$ cat src/rtl/seq_accum_pkg.sv
// Shared types and helpers for the burst
// accumulate-and-echo block.
package seq_accum_pkg;

  typedef enum logic [1:0] {
    S_IDLE,
    S_READ,
    S_OUT
  } state_t;

  localparam logic [1:0] MODE_SUM = 2'd0;
  localparam logic [1:0] MODE_MAX = 2'd1;
  localparam logic [1:0] MODE_MIN = 2'd2;
  localparam logic [1:0] MODE_XOR = 2'd3;

  // Wide enough for a full burst sum
  function automatic int calc_out_w(
    input int dw,
    input int depth
  );
    return dw + $clog2(depth + 1);
  endfunction

endpackage

$ cat src/rtl/accum_alu.sv
// Combinational burst reduction step:
// sum, max, min or xor of acc and sample.
module accum_alu
  import seq_accum_pkg::*;
#(
  parameter int DATA_W = 3,
  parameter int OUT_W  = 6
) (
  input  logic [OUT_W-1:0]  acc,
  input  logic [DATA_W-1:0] sample,
  input  logic [1:0]        mode,
  output logic [OUT_W-1:0]  res
);

  logic [DATA_W-1:0] lo;

  // Non-sum modes keep the value in the low bits
  assign lo = acc[DATA_W-1:0];

  always_comb begin
    res = '0;
    unique case (1'b1)
      (mode == MODE_SUM):
        res = acc + OUT_W'(sample);
      (mode == MODE_MAX):
        res = OUT_W'((lo > sample) ? lo : sample);
      (mode == MODE_MIN):
        res = OUT_W'((lo < sample) ? lo : sample);
      (mode == MODE_XOR):
        res = OUT_W'(lo ^ sample);
      default:
        res = '0;
    endcase
  end

endmodule

$ cat src/rtl/seq_accum_echo.sv
// Captures a burst, replays it in order,
// then emits the reduced result word.
module seq_accum_echo
  import seq_accum_pkg::*;
#(
  parameter int DATA_W = 3,
  parameter int DEPTH  = 5,
  parameter int OUT_W  = calc_out_w(DATA_W, DEPTH)
) (
  input  logic              CLK,
  input  logic              RST,
  input  logic              IN_VALID,
  input  logic [DATA_W-1:0] INPUT,
  input  logic [1:0]        MODE,
  output logic [OUT_W-1:0]  OUT,
  output logic              OUT_VALID,
  output logic              OVF,
  output logic              BUSY
);

  localparam int CW = $clog2(DEPTH + 1);
  localparam int IW = (DEPTH > 1) ? $clog2(DEPTH) : 1;

  state_t            state;
  logic [DATA_W-1:0] mem [DEPTH];
  logic [CW-1:0]     count;
  logic [CW-1:0]     idx;
  logic [OUT_W-1:0]  acc;
  logic [OUT_W-1:0]  alu_res;
  logic [1:0]        mode_q;
  logic              ovf_flag;
  logic              done;

  accum_alu #(
    .DATA_W (DATA_W),
    .OUT_W  (OUT_W)
  ) u_alu (
    .acc    (acc),
    .sample (INPUT),
    .mode   (mode_q),
    .res    (alu_res)
  );

  always_ff @(posedge CLK) begin
    if (RST) begin
      state     <= S_IDLE;
      count     <= '0;
      idx       <= '0;
      acc       <= '0;
      mode_q    <= MODE_SUM;
      ovf_flag  <= 1'b0;
      done      <= 1'b0;
      OUT       <= '0;
      OUT_VALID <= 1'b0;
      OVF       <= 1'b0;
      BUSY      <= 1'b0;
    end else begin
      unique case (state)
        S_IDLE: begin
          if (IN_VALID) begin
            mem[0]   <= INPUT;
            count    <= CW'(1);
            mode_q   <= MODE;
            acc      <= OUT_W'(INPUT);
            ovf_flag <= 1'b0;
            BUSY     <= 1'b1;
            state    <= S_READ;
          end
        end
        S_READ: begin
          if (IN_VALID) begin
            if (count < CW'(DEPTH)) begin
              mem[IW'(count)] <= INPUT;
              count <= count + 1'b1;
              acc   <= alu_res;
            end else begin
              ovf_flag <= 1'b1;
            end
          end else begin
            idx   <= '0;
            done  <= 1'b0;
            state <= S_OUT;
          end
        end
        S_OUT: begin
          // One extra cycle after the result drops valid and busy
          if (done) begin
            OUT       <= '0;
            OUT_VALID <= 1'b0;
            OVF       <= 1'b0;
            BUSY      <= 1'b0;
            count     <= '0;
            idx       <= '0;
            done      <= 1'b0;
            state     <= S_IDLE;
          end else if (idx < count) begin
            OUT       <= OUT_W'(mem[IW'(idx)]);
            OUT_VALID <= 1'b1;
            idx       <= idx + 1'b1;
          end else begin
            OUT       <= acc;
            OVF       <= ovf_flag;
            OUT_VALID <= 1'b1;
            done      <= 1'b1;
          end
        end
        default: state <= S_IDLE;
      endcase
    end
  end

endmodule

$ cat config.mk
export PLATFORM = sky130hd
export DESIGN_NAME = seq_accum_echo
export DESIGN_NICKNAME = d
export VERILOG_FILES = /design/src/rtl/seq_accum_pkg.sv /design/src/rtl/accum_alu.sv /design/src/rtl/seq_accum_echo.sv
export SDC_FILE = /design/constraint.sdc
export NUM_CORES = 1
export LEC_CHECK = 0
export ABC_AREA = 1
export CORE_MARGIN = 1
export CORE_UTILIZATION = 30
export CTS_CLUSTER_DIAMETER = 40
export DETAILED_ROUTE_END_ITERATION = 8
export GPL_TIMING_DRIVEN = 0
export PLACE_DENSITY = 0.45
export SETUP_SLACK_MARGIN = 0.5
export SLEW_MARGIN = 40
export SYNTH_ARGS = -nofsm -noshare
export SYNTH_HDL_FRONTEND = slang
export SYNTH_HIERARCHICAL = 1
export SYNTH_SLANG_ARGS = --single-unit
$ cat constraint.sdc
create_clock -name CLK -period 2 [get_ports CLK]
set_clock_uncertainty 0.05 [all_clocks]
set_input_delay 0.2 -clock CLK [delete_from_list [all_inputs] [get_ports CLK]]
set_output_delay 0.2 -clock CLK [all_outputs]
set_load 0.02 [all_outputs]
==> results of run 1 <==
[path summary, 6_finish.rpt]
check | startpoint | to | depth (start not counted)
hold / removal | RST | count[0]$_SDFFE_PP0P_ | 2
setup / recovery | acc[0]$_SDFFE_PP0P_ | acc[1]$_SDFFE_PP0P_ | 12
setup reg to reg | acc[0]$_SDFFE_PP0P_ | acc[1]$_SDFFE_PP0P_ | 12
hold reg to reg | OUT_VALID$_SDFFE_PP0P_ | OUT_VALID$_SDFFE_PP0P_ | 2
[stage by stage]
step                utilization  setup WS (ns)  total power, W  hold WS, ns  setup TNS, ns
CTS                       0.379          0.261         0.00421        0.132              0
floorplan                     -          0.433         0.00287        0.249              0
detailed placement        0.348         -0.461         0.00336        0.407          -2.18
finish                    0.402          0.279         0.00448        0.137              0
global placement          0.348         -0.514         0.00336        0.401          -2.33
global route              0.402          0.101         0.00485        0.145              0
[cell families (layout without fill, tap and decap cells)]
logic type,after synthesis,after routing
compound gates,48,48
xor+xnor,1,1
fa+ha+maj,15,15
buf+inv,54,95
flops,45,45
simple gates,182,182
[metal layers]
metal	global-route usage	up-vias	part of all wire	wire, um
met5	0	-	0	0
met4	0.0299	0	0.0051	34
met3	0.0316	4	0.034	226
met2	0.264	32	0.48	3210
met1	0.208	1051	0.48	3250
li1	-	1194	-	-
[final cells by class]
| cell class | instances | area (um2) | area share |
|---|---|---|---|
| Multi-Input combinational cell | 246 | 1620 | 0.464 |
| Sequential cell | 45 | 1070 | 0.308 |
| Timing Repair Buffer | 33 | 298 | 0.0854 |
| Inverter | 48 | 210 | 0.0603 |
| Tap cell | 108 | 135 | 0.0388 |
| Clock buffer | 5 | 68.8 | 0.0197 |
| Buffer | 6 | 53.8 | 0.0154 |
| Clock inverter | 3 | 28.8 | 0.00825 |
[worst max-delay path: cells and delay by family (launching register included)]
kind	cells	cell delay, ns
AO/OA/AOI/OAI	2	0.12
adder cells (fa/ha/maj)	2	0.64
buffers and inverters	2	0.08
flip-flops	1	0.37
AND/OR/NAND/NOR	6	0.37
[registers in the layout, indices dropped and copies added, names as in the netlist, 2 cells and up, named ones only]
name / count
idx: 3
acc: 6
count: 3
state: 2
OUT: 6
mode_q: 2
mem: 15
[cells in the final DEF (no fill, tap or decap), types with 9 or more instances in the layout]
| master | n |
|---|---|
| nand2_4 | 11 |
| o21ai_0 | 10 |
| nand2_1 | 76 |
| edfxtp_1 | 15 |
| buf_4 | 12 |
| inv_2 | 14 |
| nand3_1 | 33 |
| inv_1 | 24 |
| nor2_1 | 33 |
| dlygate4sd2_1 | 9 |
| dfxtp_1 | 22 |
| a21oi_1 | 13 |
[power by group through the flow]
stage	clock network, W	logic [W]	registers, W
final	0.000627	0.00255	0.00130
after global routing	0.000690	0.00284	0.00133
after CTS	0.000650	0.00228	0.00129
after detailed placement	0	0.00206	0.00131
after global placement	0	0.00205	0.00131
after floorplan	0	0.00157	0.00130
[repair_timing]
item | 4_1_cts | 5_1_grt
gates resized for setup | 58 | 37
gates cloned | 0 | 0
pin swaps | 9 | 10
setup endpoints to repair | 50 | 39
buffers inserted | 11 | 7
==> qor.yml, run 1 <==
synth_seq_cells: 45
setup.worst_path.end_class: "flop"
combPwrFrac: 0.570
drt-pass1-iter-count: 4
gp_congestion: 0.779
cts_tree: "done"
final_antenna_net_count: 0
placed_area_um2: 3020
synth_flop_cell: "dfxtp_1"
cts_made_buffers: 5
die_w_um: 96.2
grt_max_degree: 18
synth_fa_ha_area_frac: 0.0733
synthTopCellsByCount: "nand2_1 (79), nor2_1 (39), inv_1 (35), nand3_1 (35), dfxtp_1 (30)"
post-route-period-util: 0.861
via_count: 2281
io_buffers: 15
p_leak_nw: 1.45
synth_area_leaders: "dfxtp_1 (23%), edfxtp_1 (17%), nand2_1 (11%)"
drt_iter0_drc: 74
critPathKind: "reg2reg"
die-area_um2: 9260
crit_path_max_fanout: 3
cpMostUsedCell: "nand2_1"
final_area_um2: 3490
hold_viol: 0
hp-class: "in2reg"
dp.cells: 468
cp.arrival_ns: 1.91
pwr-share-clk: 0.140
synth.distinct_cells: 34
slowest_stage: "fa_1"
rsz0062_at_grt: "yes"
ctsHoldBuffers: 0
drc: 0
critPathMaxStageDelay_ns: 0.48
netlist_area_um2: 2660
worst-r2r-setup-slack_ns: 0.28
io_pins: 17
muxShareOfSynthArea: 0
synth-edff-count: 15
finalCriticalPeriod_ns: 1.72
pwr_density_cell_nw_per_um2: 1280
setup_viol: 0
synth_compound_area_frac: 0.110
antenna_found_initial: 0
grt_pass1_wl_um: 10800
p_sw_w: 0.00206
status: "finished clean"
drive_above_1_share: 0.324
fill_cells: 922
worst_pin_slew_ns: 0.557
slew_violations: 0
ir_drop_mv: 0.440
cap_violations: 0
cp_cell_sequence: "ha_4 > fa_1 > nand2_1 > o21ai_1 > inv_1 > nand2_1 > inv_1 > nand2_1 > nand2_1 > nand2_1 > o21ai_1 > nor2_1"
worst_setup_path_start_kind: "flop"
synth_nets: 368
synth_xor_area_frac: 0.00329
grt_pass1_vias: 2127
dp_hpwl_um: 4830
max_slew_margin: 0.629
fmax_mhz: 581
switching_share: 0.460
yosys.area_share.simple: 0.329
clk_latency_ns: 0.31
crit_required_ns: 2.19
num-nets-final: 408
p_seq_frac: 0.290
clk_pin_slew_ns: 0.10
num_rows: 34
htreeDepth: 2
ys_seq_area_frac: 0.395
routedWlPerCell_um: 13.6
coreArea_um2: 8680
chipHeight_um: 96.2
synthCells: 345
synth_top_family_by_area: "simple AND/OR/NAND/NOR gates"
grt.overflow.total: 0
diodes: 0
start_util: 0.307
async_flop_share: 0
area_growth_pct: 30.9
clkSinkCount: 45
track_usage: 0.157
stdcell_count: 494
intPower_w: 0.00242
vias_per_cell: 4.62
post_synth.cell_area_avg_um2: 7.72
post-synth-top-count-cell: "nand2_1"
synth_top_area_cell: "dfxtp_1"
wl_um: 6730
ys_warn_count: 6
synth.top_cell.area_share: 0.225
ctsLongestPathBuffers: 2
root_buffer: "clkbuf_8"
Power figures use the tool's default switching activity.
==> run 2: changes to the inputs <==
--- a/config.mk
+++ b/config.mk
@@ -6,6 +6,7 @@
 export NUM_CORES = 1
 export LEC_CHECK = 0
 export ABC_AREA = 1
+export CAP_MARGIN = 15
 export CORE_MARGIN = 1
 export CORE_UTILIZATION = 30
 export CTS_CLUSTER_DIAMETER = 40
@@ -18,3 +19,4 @@
 export SYNTH_HDL_FRONTEND = slang
 export SYNTH_HIERARCHICAL = 1
 export SYNTH_SLANG_ARGS = --single-unit
+export TNS_END_PERCENT = 100
==> results of run 2 <==
Same layout as run 1: the final DEF is identical, and so are final timing and power.
==> RTL change 1, RTL diff (config.mk and constraints of run 2) <==
Re-encode `state_t` (3 states) as one-hot, 3 bits wide.
--- a/src/rtl/seq_accum_pkg.sv
+++ b/src/rtl/seq_accum_pkg.sv
@@ -2,10 +2,10 @@
 // accumulate-and-echo block.
 package seq_accum_pkg;
 
-  typedef enum logic [1:0] {
-    S_IDLE,
-    S_READ,
-    S_OUT
+  typedef enum logic [2:0] {
+    S_IDLE = 3'b001,
+    S_READ = 3'b010,
+    S_OUT  = 3'b100
   } state_t;
 
   localparam logic [1:0] MODE_SUM = 2'd0;
Function: no difference found for any inputs over 10 cycles, from zero or initial values and one cycle with RST high; not proved beyond that.
==> RTL change 1 against run 2 <==
- synthesized area down 5.7%
- hold slack better by 0.031 ns
- via count down 1.3%
- count of clock-buffer cells in the layout unchanged
- wire length down 5.6%
- cell area about the same
- final cell count down 2.4%
- non-clock buffer count up 8
- sequential cell count up 1
- worst setup slack better by 0.071 ns
- critical path type unchanged
- largest cell class unchanged
Power is not compared: it rests on default switching activity, and its combinational part moved more than twofold at a synthesized area within 25%.
==> RTL change 1: results (changes against run 2) <==
Parameter                              Value

Placed design
  Final estimated routing congestion in global placement ... 0.778 (was 0.779)
  Post-detailed-placement cell area ... 0.00286 sq mm (was 0.00302 sq mm)
  Inst Count DP ... 447 (was 468)
  PortBufs ... 16 (was 15)
  Post-detailed-placement half-perimeter wirelength ... 4530 um (was 4830 um)
  Post-placement setup slack ... -0.385 ns (was -0.461 ns)

Synth
  Cells after synthesis ... 326 (was 345)
  Share of synthesized area occupied by flip-flops and latches ... 42.7% (was 39.5%)
  Compound-gate portion of the synthesized area ... 9.17% (was 11.0%)
  Adder-cell share of the synthesized area ... 5.78% (was 7.33%)
  Area share of the largest cell type after synthesis ... 24.7% (was 22.5%)
  Post-Synth XOR/XNOR Area ... 0.698% (was 0.329%)
  Syn_nets ... 345 (was 368)
  Area contributors post-synth ... dfxtp_1 25%, edfxtp_1 18%, nand2_1 12%, nand3_1 6.4%, inv_1 5.2% (was dfxtp_1 23%, edfxtp_1 17%, nand2_1 11%, ha_1 6.6%, nand3_1 6.6%)
  Count of distinct cell types in the synthesized netlist ... 35 (was 34)
  Mux share of post-synthesis cell area ... 0% (unchanged)
  Leading post-synthesis cells by instance count ... 81 x nand2_1, 35 x inv_1, 33 x nor2_1 (was 79 x nand2_1, 39 x nor2_1, 35 x inv_1, 35 x nand3_1, 30 x dfxtp_1)
  Synth Flop Type ... dfxtp_1 (unchanged)

Final layout
  Final standard cell count with taps included and fillers excluded ... 482 (was 494)
  Share of post-route cells with drive strength above 1 ... 34.0% (was 32.4%)
  Number of filler cells placed in the layout ... 841 (was 922)
  Number of nets at the end of the flow ... 395 (was 408)

Setup path
  Worst EP arrival ... 1.84 ns (was 1.91 ns)
  Setup slack of the worst register-to-register path ... 0.35 ns (was 0.28 ns)
  Max stage delay cell, worst path ... fa_2 (was fa_1)
  Crit path largest cell delay ... 0.51 ns (was 0.48 ns)

Timing
  Worst hold slack ... 0.168 ns (was 0.137 ns)
  Worst-margin pin slew ... 0.668 ns (was 0.557 ns)
  Clock period minus final worst setup slack ... 1.65 ns (was 1.72 ns)

Status
  Run status ... finished, final reports clean (unchanged)

Global route
  Maximum number of pins on one net before global-route repair ... 16 (was 18)
  First-pass GRT wire length ... 10600 um (was 10800 um)
  Total routing resource utilization after global routing ... 15.6% (was 15.7%)
  Vias in the first global route ... 2163 (was 2127)

Drt
  Iter 0 DRT Violations ... 45 (was 74)
  Ratio of routed vias to standard cells ... 4.67 (was 4.62)
  Post-detailed-routing wire length ... 6350 um (was 6730 um)
==> RTL change 1: cell types whose count changed after synthesis, moves of 4 or more <==
cell            run 2  this run
ha_1               14        10
a21oi_2             6         2
inv_2              11         3
nor3_1              1         6
nor2_1             39        33
nand2_4             9         2
==> RTL change 1: cell type report <==
cell class	count	area (sq um)	share of cell area, %
Multi-Input combinational cell	236	1530	44.0
Buffer	4	31.3	0.898
Inverter	40	174	4.99
Timing Repair Buffer	43	405	11.6
Tap cell	105	131	3.77
Clock inverter	3	43.8	1.26
Sequential cell	46	1100	31.5
Clock buffer	5	68.8	1.97
==> RTL change 1: per-layer routing <==
metal	vias to the layer above	share of wire (%)	GRT usage, %
met5	-	0	0
met2	19	51	28.4
li1	1173	-	-
met4	0	0.96	3.46
met1	1054	46	19.5
met3	5	2.4	2.03
==> RTL change 1: repair_timing <==
item,4_1_cts,5_1_grt
buffers inserted,16,11
endpoints found under the setup margin,42,43
gates cloned,0,0
pin swaps,23,31
resized for setup,56,55
==> RTL change 1: final timing paths <==
| kind | from | endpoint | depth (start not counted) |
|---|---|---|---|
| max | acc[0] | acc[1] | 12 |
| min | INPUT[2] | mem[0][2] | 1 |
| max reg2reg | acc[0] | acc[1] | 12 |
| min reg2reg | OUT_VALID | OUT_VALID | 2 |
==> RTL change 1: cell families (layout without fill, tap and decap cells) <==
family | count (synthesis) | count (layout)
AO/OA/AOI/OAI | 42 | 42
XOR/XNOR | 2 | 2
adder cells (fa/ha/maj) | 11 | 11
buffers and inverters | 44 | 95
flip-flops | 46 | 46
AND/OR/NAND/NOR | 181 | 181
==> RTL change 1: power breakdown <==
part           internal, mW  switching, mW  total (mW)
logic                 0.245          0.317       0.562
clock network         0.375          0.325       0.700
registers             0.996         0.0398        1.04
==> RTL change 2, RTL diff (flow settings as in run 2) <==
Made on the original files. `DATA_W` is set to 3 in 2 places; all go to 6.
--- a/src/rtl/accum_alu.sv
+++ b/src/rtl/accum_alu.sv
@@ -3,7 +3,7 @@
 module accum_alu
   import seq_accum_pkg::*;
 #(
-  parameter int DATA_W = 3,
+  parameter int DATA_W = 6,
   parameter int OUT_W  = 6
 ) (
   input  logic [OUT_W-1:0]  acc,
--- a/src/rtl/seq_accum_echo.sv
+++ b/src/rtl/seq_accum_echo.sv
@@ -3,7 +3,7 @@
 module seq_accum_echo
   import seq_accum_pkg::*;
 #(
-  parameter int DATA_W = 3,
+  parameter int DATA_W = 6,
   parameter int DEPTH  = 5,
   parameter int OUT_W  = calc_out_w(DATA_W, DEPTH)
 ) (
Ports: changed (resized INPUT and OUT); port bits go from 17 to 23. The function was not compared with the original's and may differ.
==> RTL change 2 against run 2 <==
- sequential cell count up 21
- power increased by 64%
- wire length is 66% higher
- non-clock buffer count rose by 18
- largest power group unchanged
- cell area increased by 61%
- combinational power grew 46%
- worst setup slack got worse by 0.25 ns
- sequential power up 43%
- synthesized area increased by 47%
==> RTL change 2: results (changes against run 2) <==
Parameter                              Value

Placed design
  Post-placement setup slack ... -0.825 ns (was -0.461 ns)
  Post-detailed-placement cell area ... 0.00448 sq mm (was 0.00302 sq mm)
  Inst Count DP ... 703 (was 468)
  Final estimated routing congestion in global placement ... 0.813 (was 0.779)

Synth
  Cells after synthesis ... 510 (was 345)
  Synthesis-stage register bit count ... 66 (was 45)
  Syn_nets ... 542 (was 368)
  EDFF count, synth ... 30 (was 15)

Drt
  Ratio of routed vias to standard cells ... 4.73 (was 4.62)
  Wire length per cell after detailed routing ... 15.0 um (was 13.6 um)

Die
  Tapcells ... 172 (was 108)

Final layout
  Non-clk invs ... 65 (was 48)
  Clock buffer count ... 10 (was 5)
  Nonclk buf count ... 57 (was 39)
  Area growth from synthesis to layout ... 42.8% (was 30.9%)
  Non-clock buffering overhead in the final layout ... 9.26% (was 10.1%)

Setup path
  Max stage delay cell, worst path ... dfxtp_4 (was fa_1)
  Worst EP arrival ... 2.17 ns (was 1.91 ns)

CTS
  Post-CTS clock slew at the launch and capture registers of the worst setup and hold paths ... 0.05 ns (was 0.10 ns)
  Buffer type at the clock tree root ... clkbuf_16 (was clkbuf_8)

Status
  Run status ... finished, final reports clean (unchanged)

Global route
  Maximum number of pins on one net before global-route repair ... 12 (was 18)

Timing
  Worst hold slack ... 0.168 ns (was 0.137 ns)

Worst hold path
  Worst Hold Path EP ... acc[5] (was count[0])
  Cells on Worst Hold Path ... 3 (was 2)
-- RTL change 2: worst register-to-register path, stage by stage, from the launching register on --
cell and delay, ns:
dfxtp_4 0.36, ha_4 0.27, buf_8 0.10, nand2_4 0.06, nor2_4 0.13, nand2_4 0.08, nand3_4 0.11, nand2_4 0.10
nand2_1 0.07, nand3_1 0.08, nand3_1 0.11, nand2_1 0.05, nand2_1 0.06, o2111ai_1 0.12, a21oi_1 0.16
-- RTL change 2: how the worst max path moves through the flow --
stage	from	to	slack, ns	depth (start not counted)
3_3_place_gp	INPUT[5]	acc[5]	-0.83	15
6_report	acc[5]	acc[1]	0.03	14
4_1_cts	acc[5]	acc[3]	0.06	14
2_1_floorplan	acc[5]	acc[1]	0.22	14
5_1_grt	acc[5]	acc[0]	-0.13	14
3_5_place_dp	INPUT[5]	acc[5]	-0.83	16
-- RTL change 2: timing repair --
| item | CTS | global route |
|---|---|---|
| pin swaps | 20 | 20 |
| cloned | 1 | 0 |
| setup endpoints to repair | 73 | 61 |
| resized for setup | 85 | 103 |
| setup buffers | 12 | 10 |
-- RTL change 2: kinds of logic (layout without fill, tap and decap cells) --
logic type	Yosys count	in the layout	synth area share, %
AOI/OAI and AO/OA	60	60	9.31
adders and majority gates	21	21	6.89
buffers and inverters	78	137	8.70
DFF	66	66	41.3
and+or+nand+nor	285	285	33.8
-- RTL change 2: layer usage --
layer,wire (um),track usage (%)
met1,5310,23.4
met2,5400,28.5
met3,313,4.00
met4,110,5.73
met5,0,0
-- RTL change 2: power by group through the flow --
stage | logic, mW | registers, mW | clock network [mW]
final | 3.72 | 1.86 | 1.78
after global routing | 4.09 | 1.89 | 1.89
after CTS | 2.99 | 1.84 | 1.83
after detailed placement | 2.73 | 1.86 | 0
after global placement | 2.71 | 1.86 | 0
after floorplan | 2.00 | 1.86 | 0
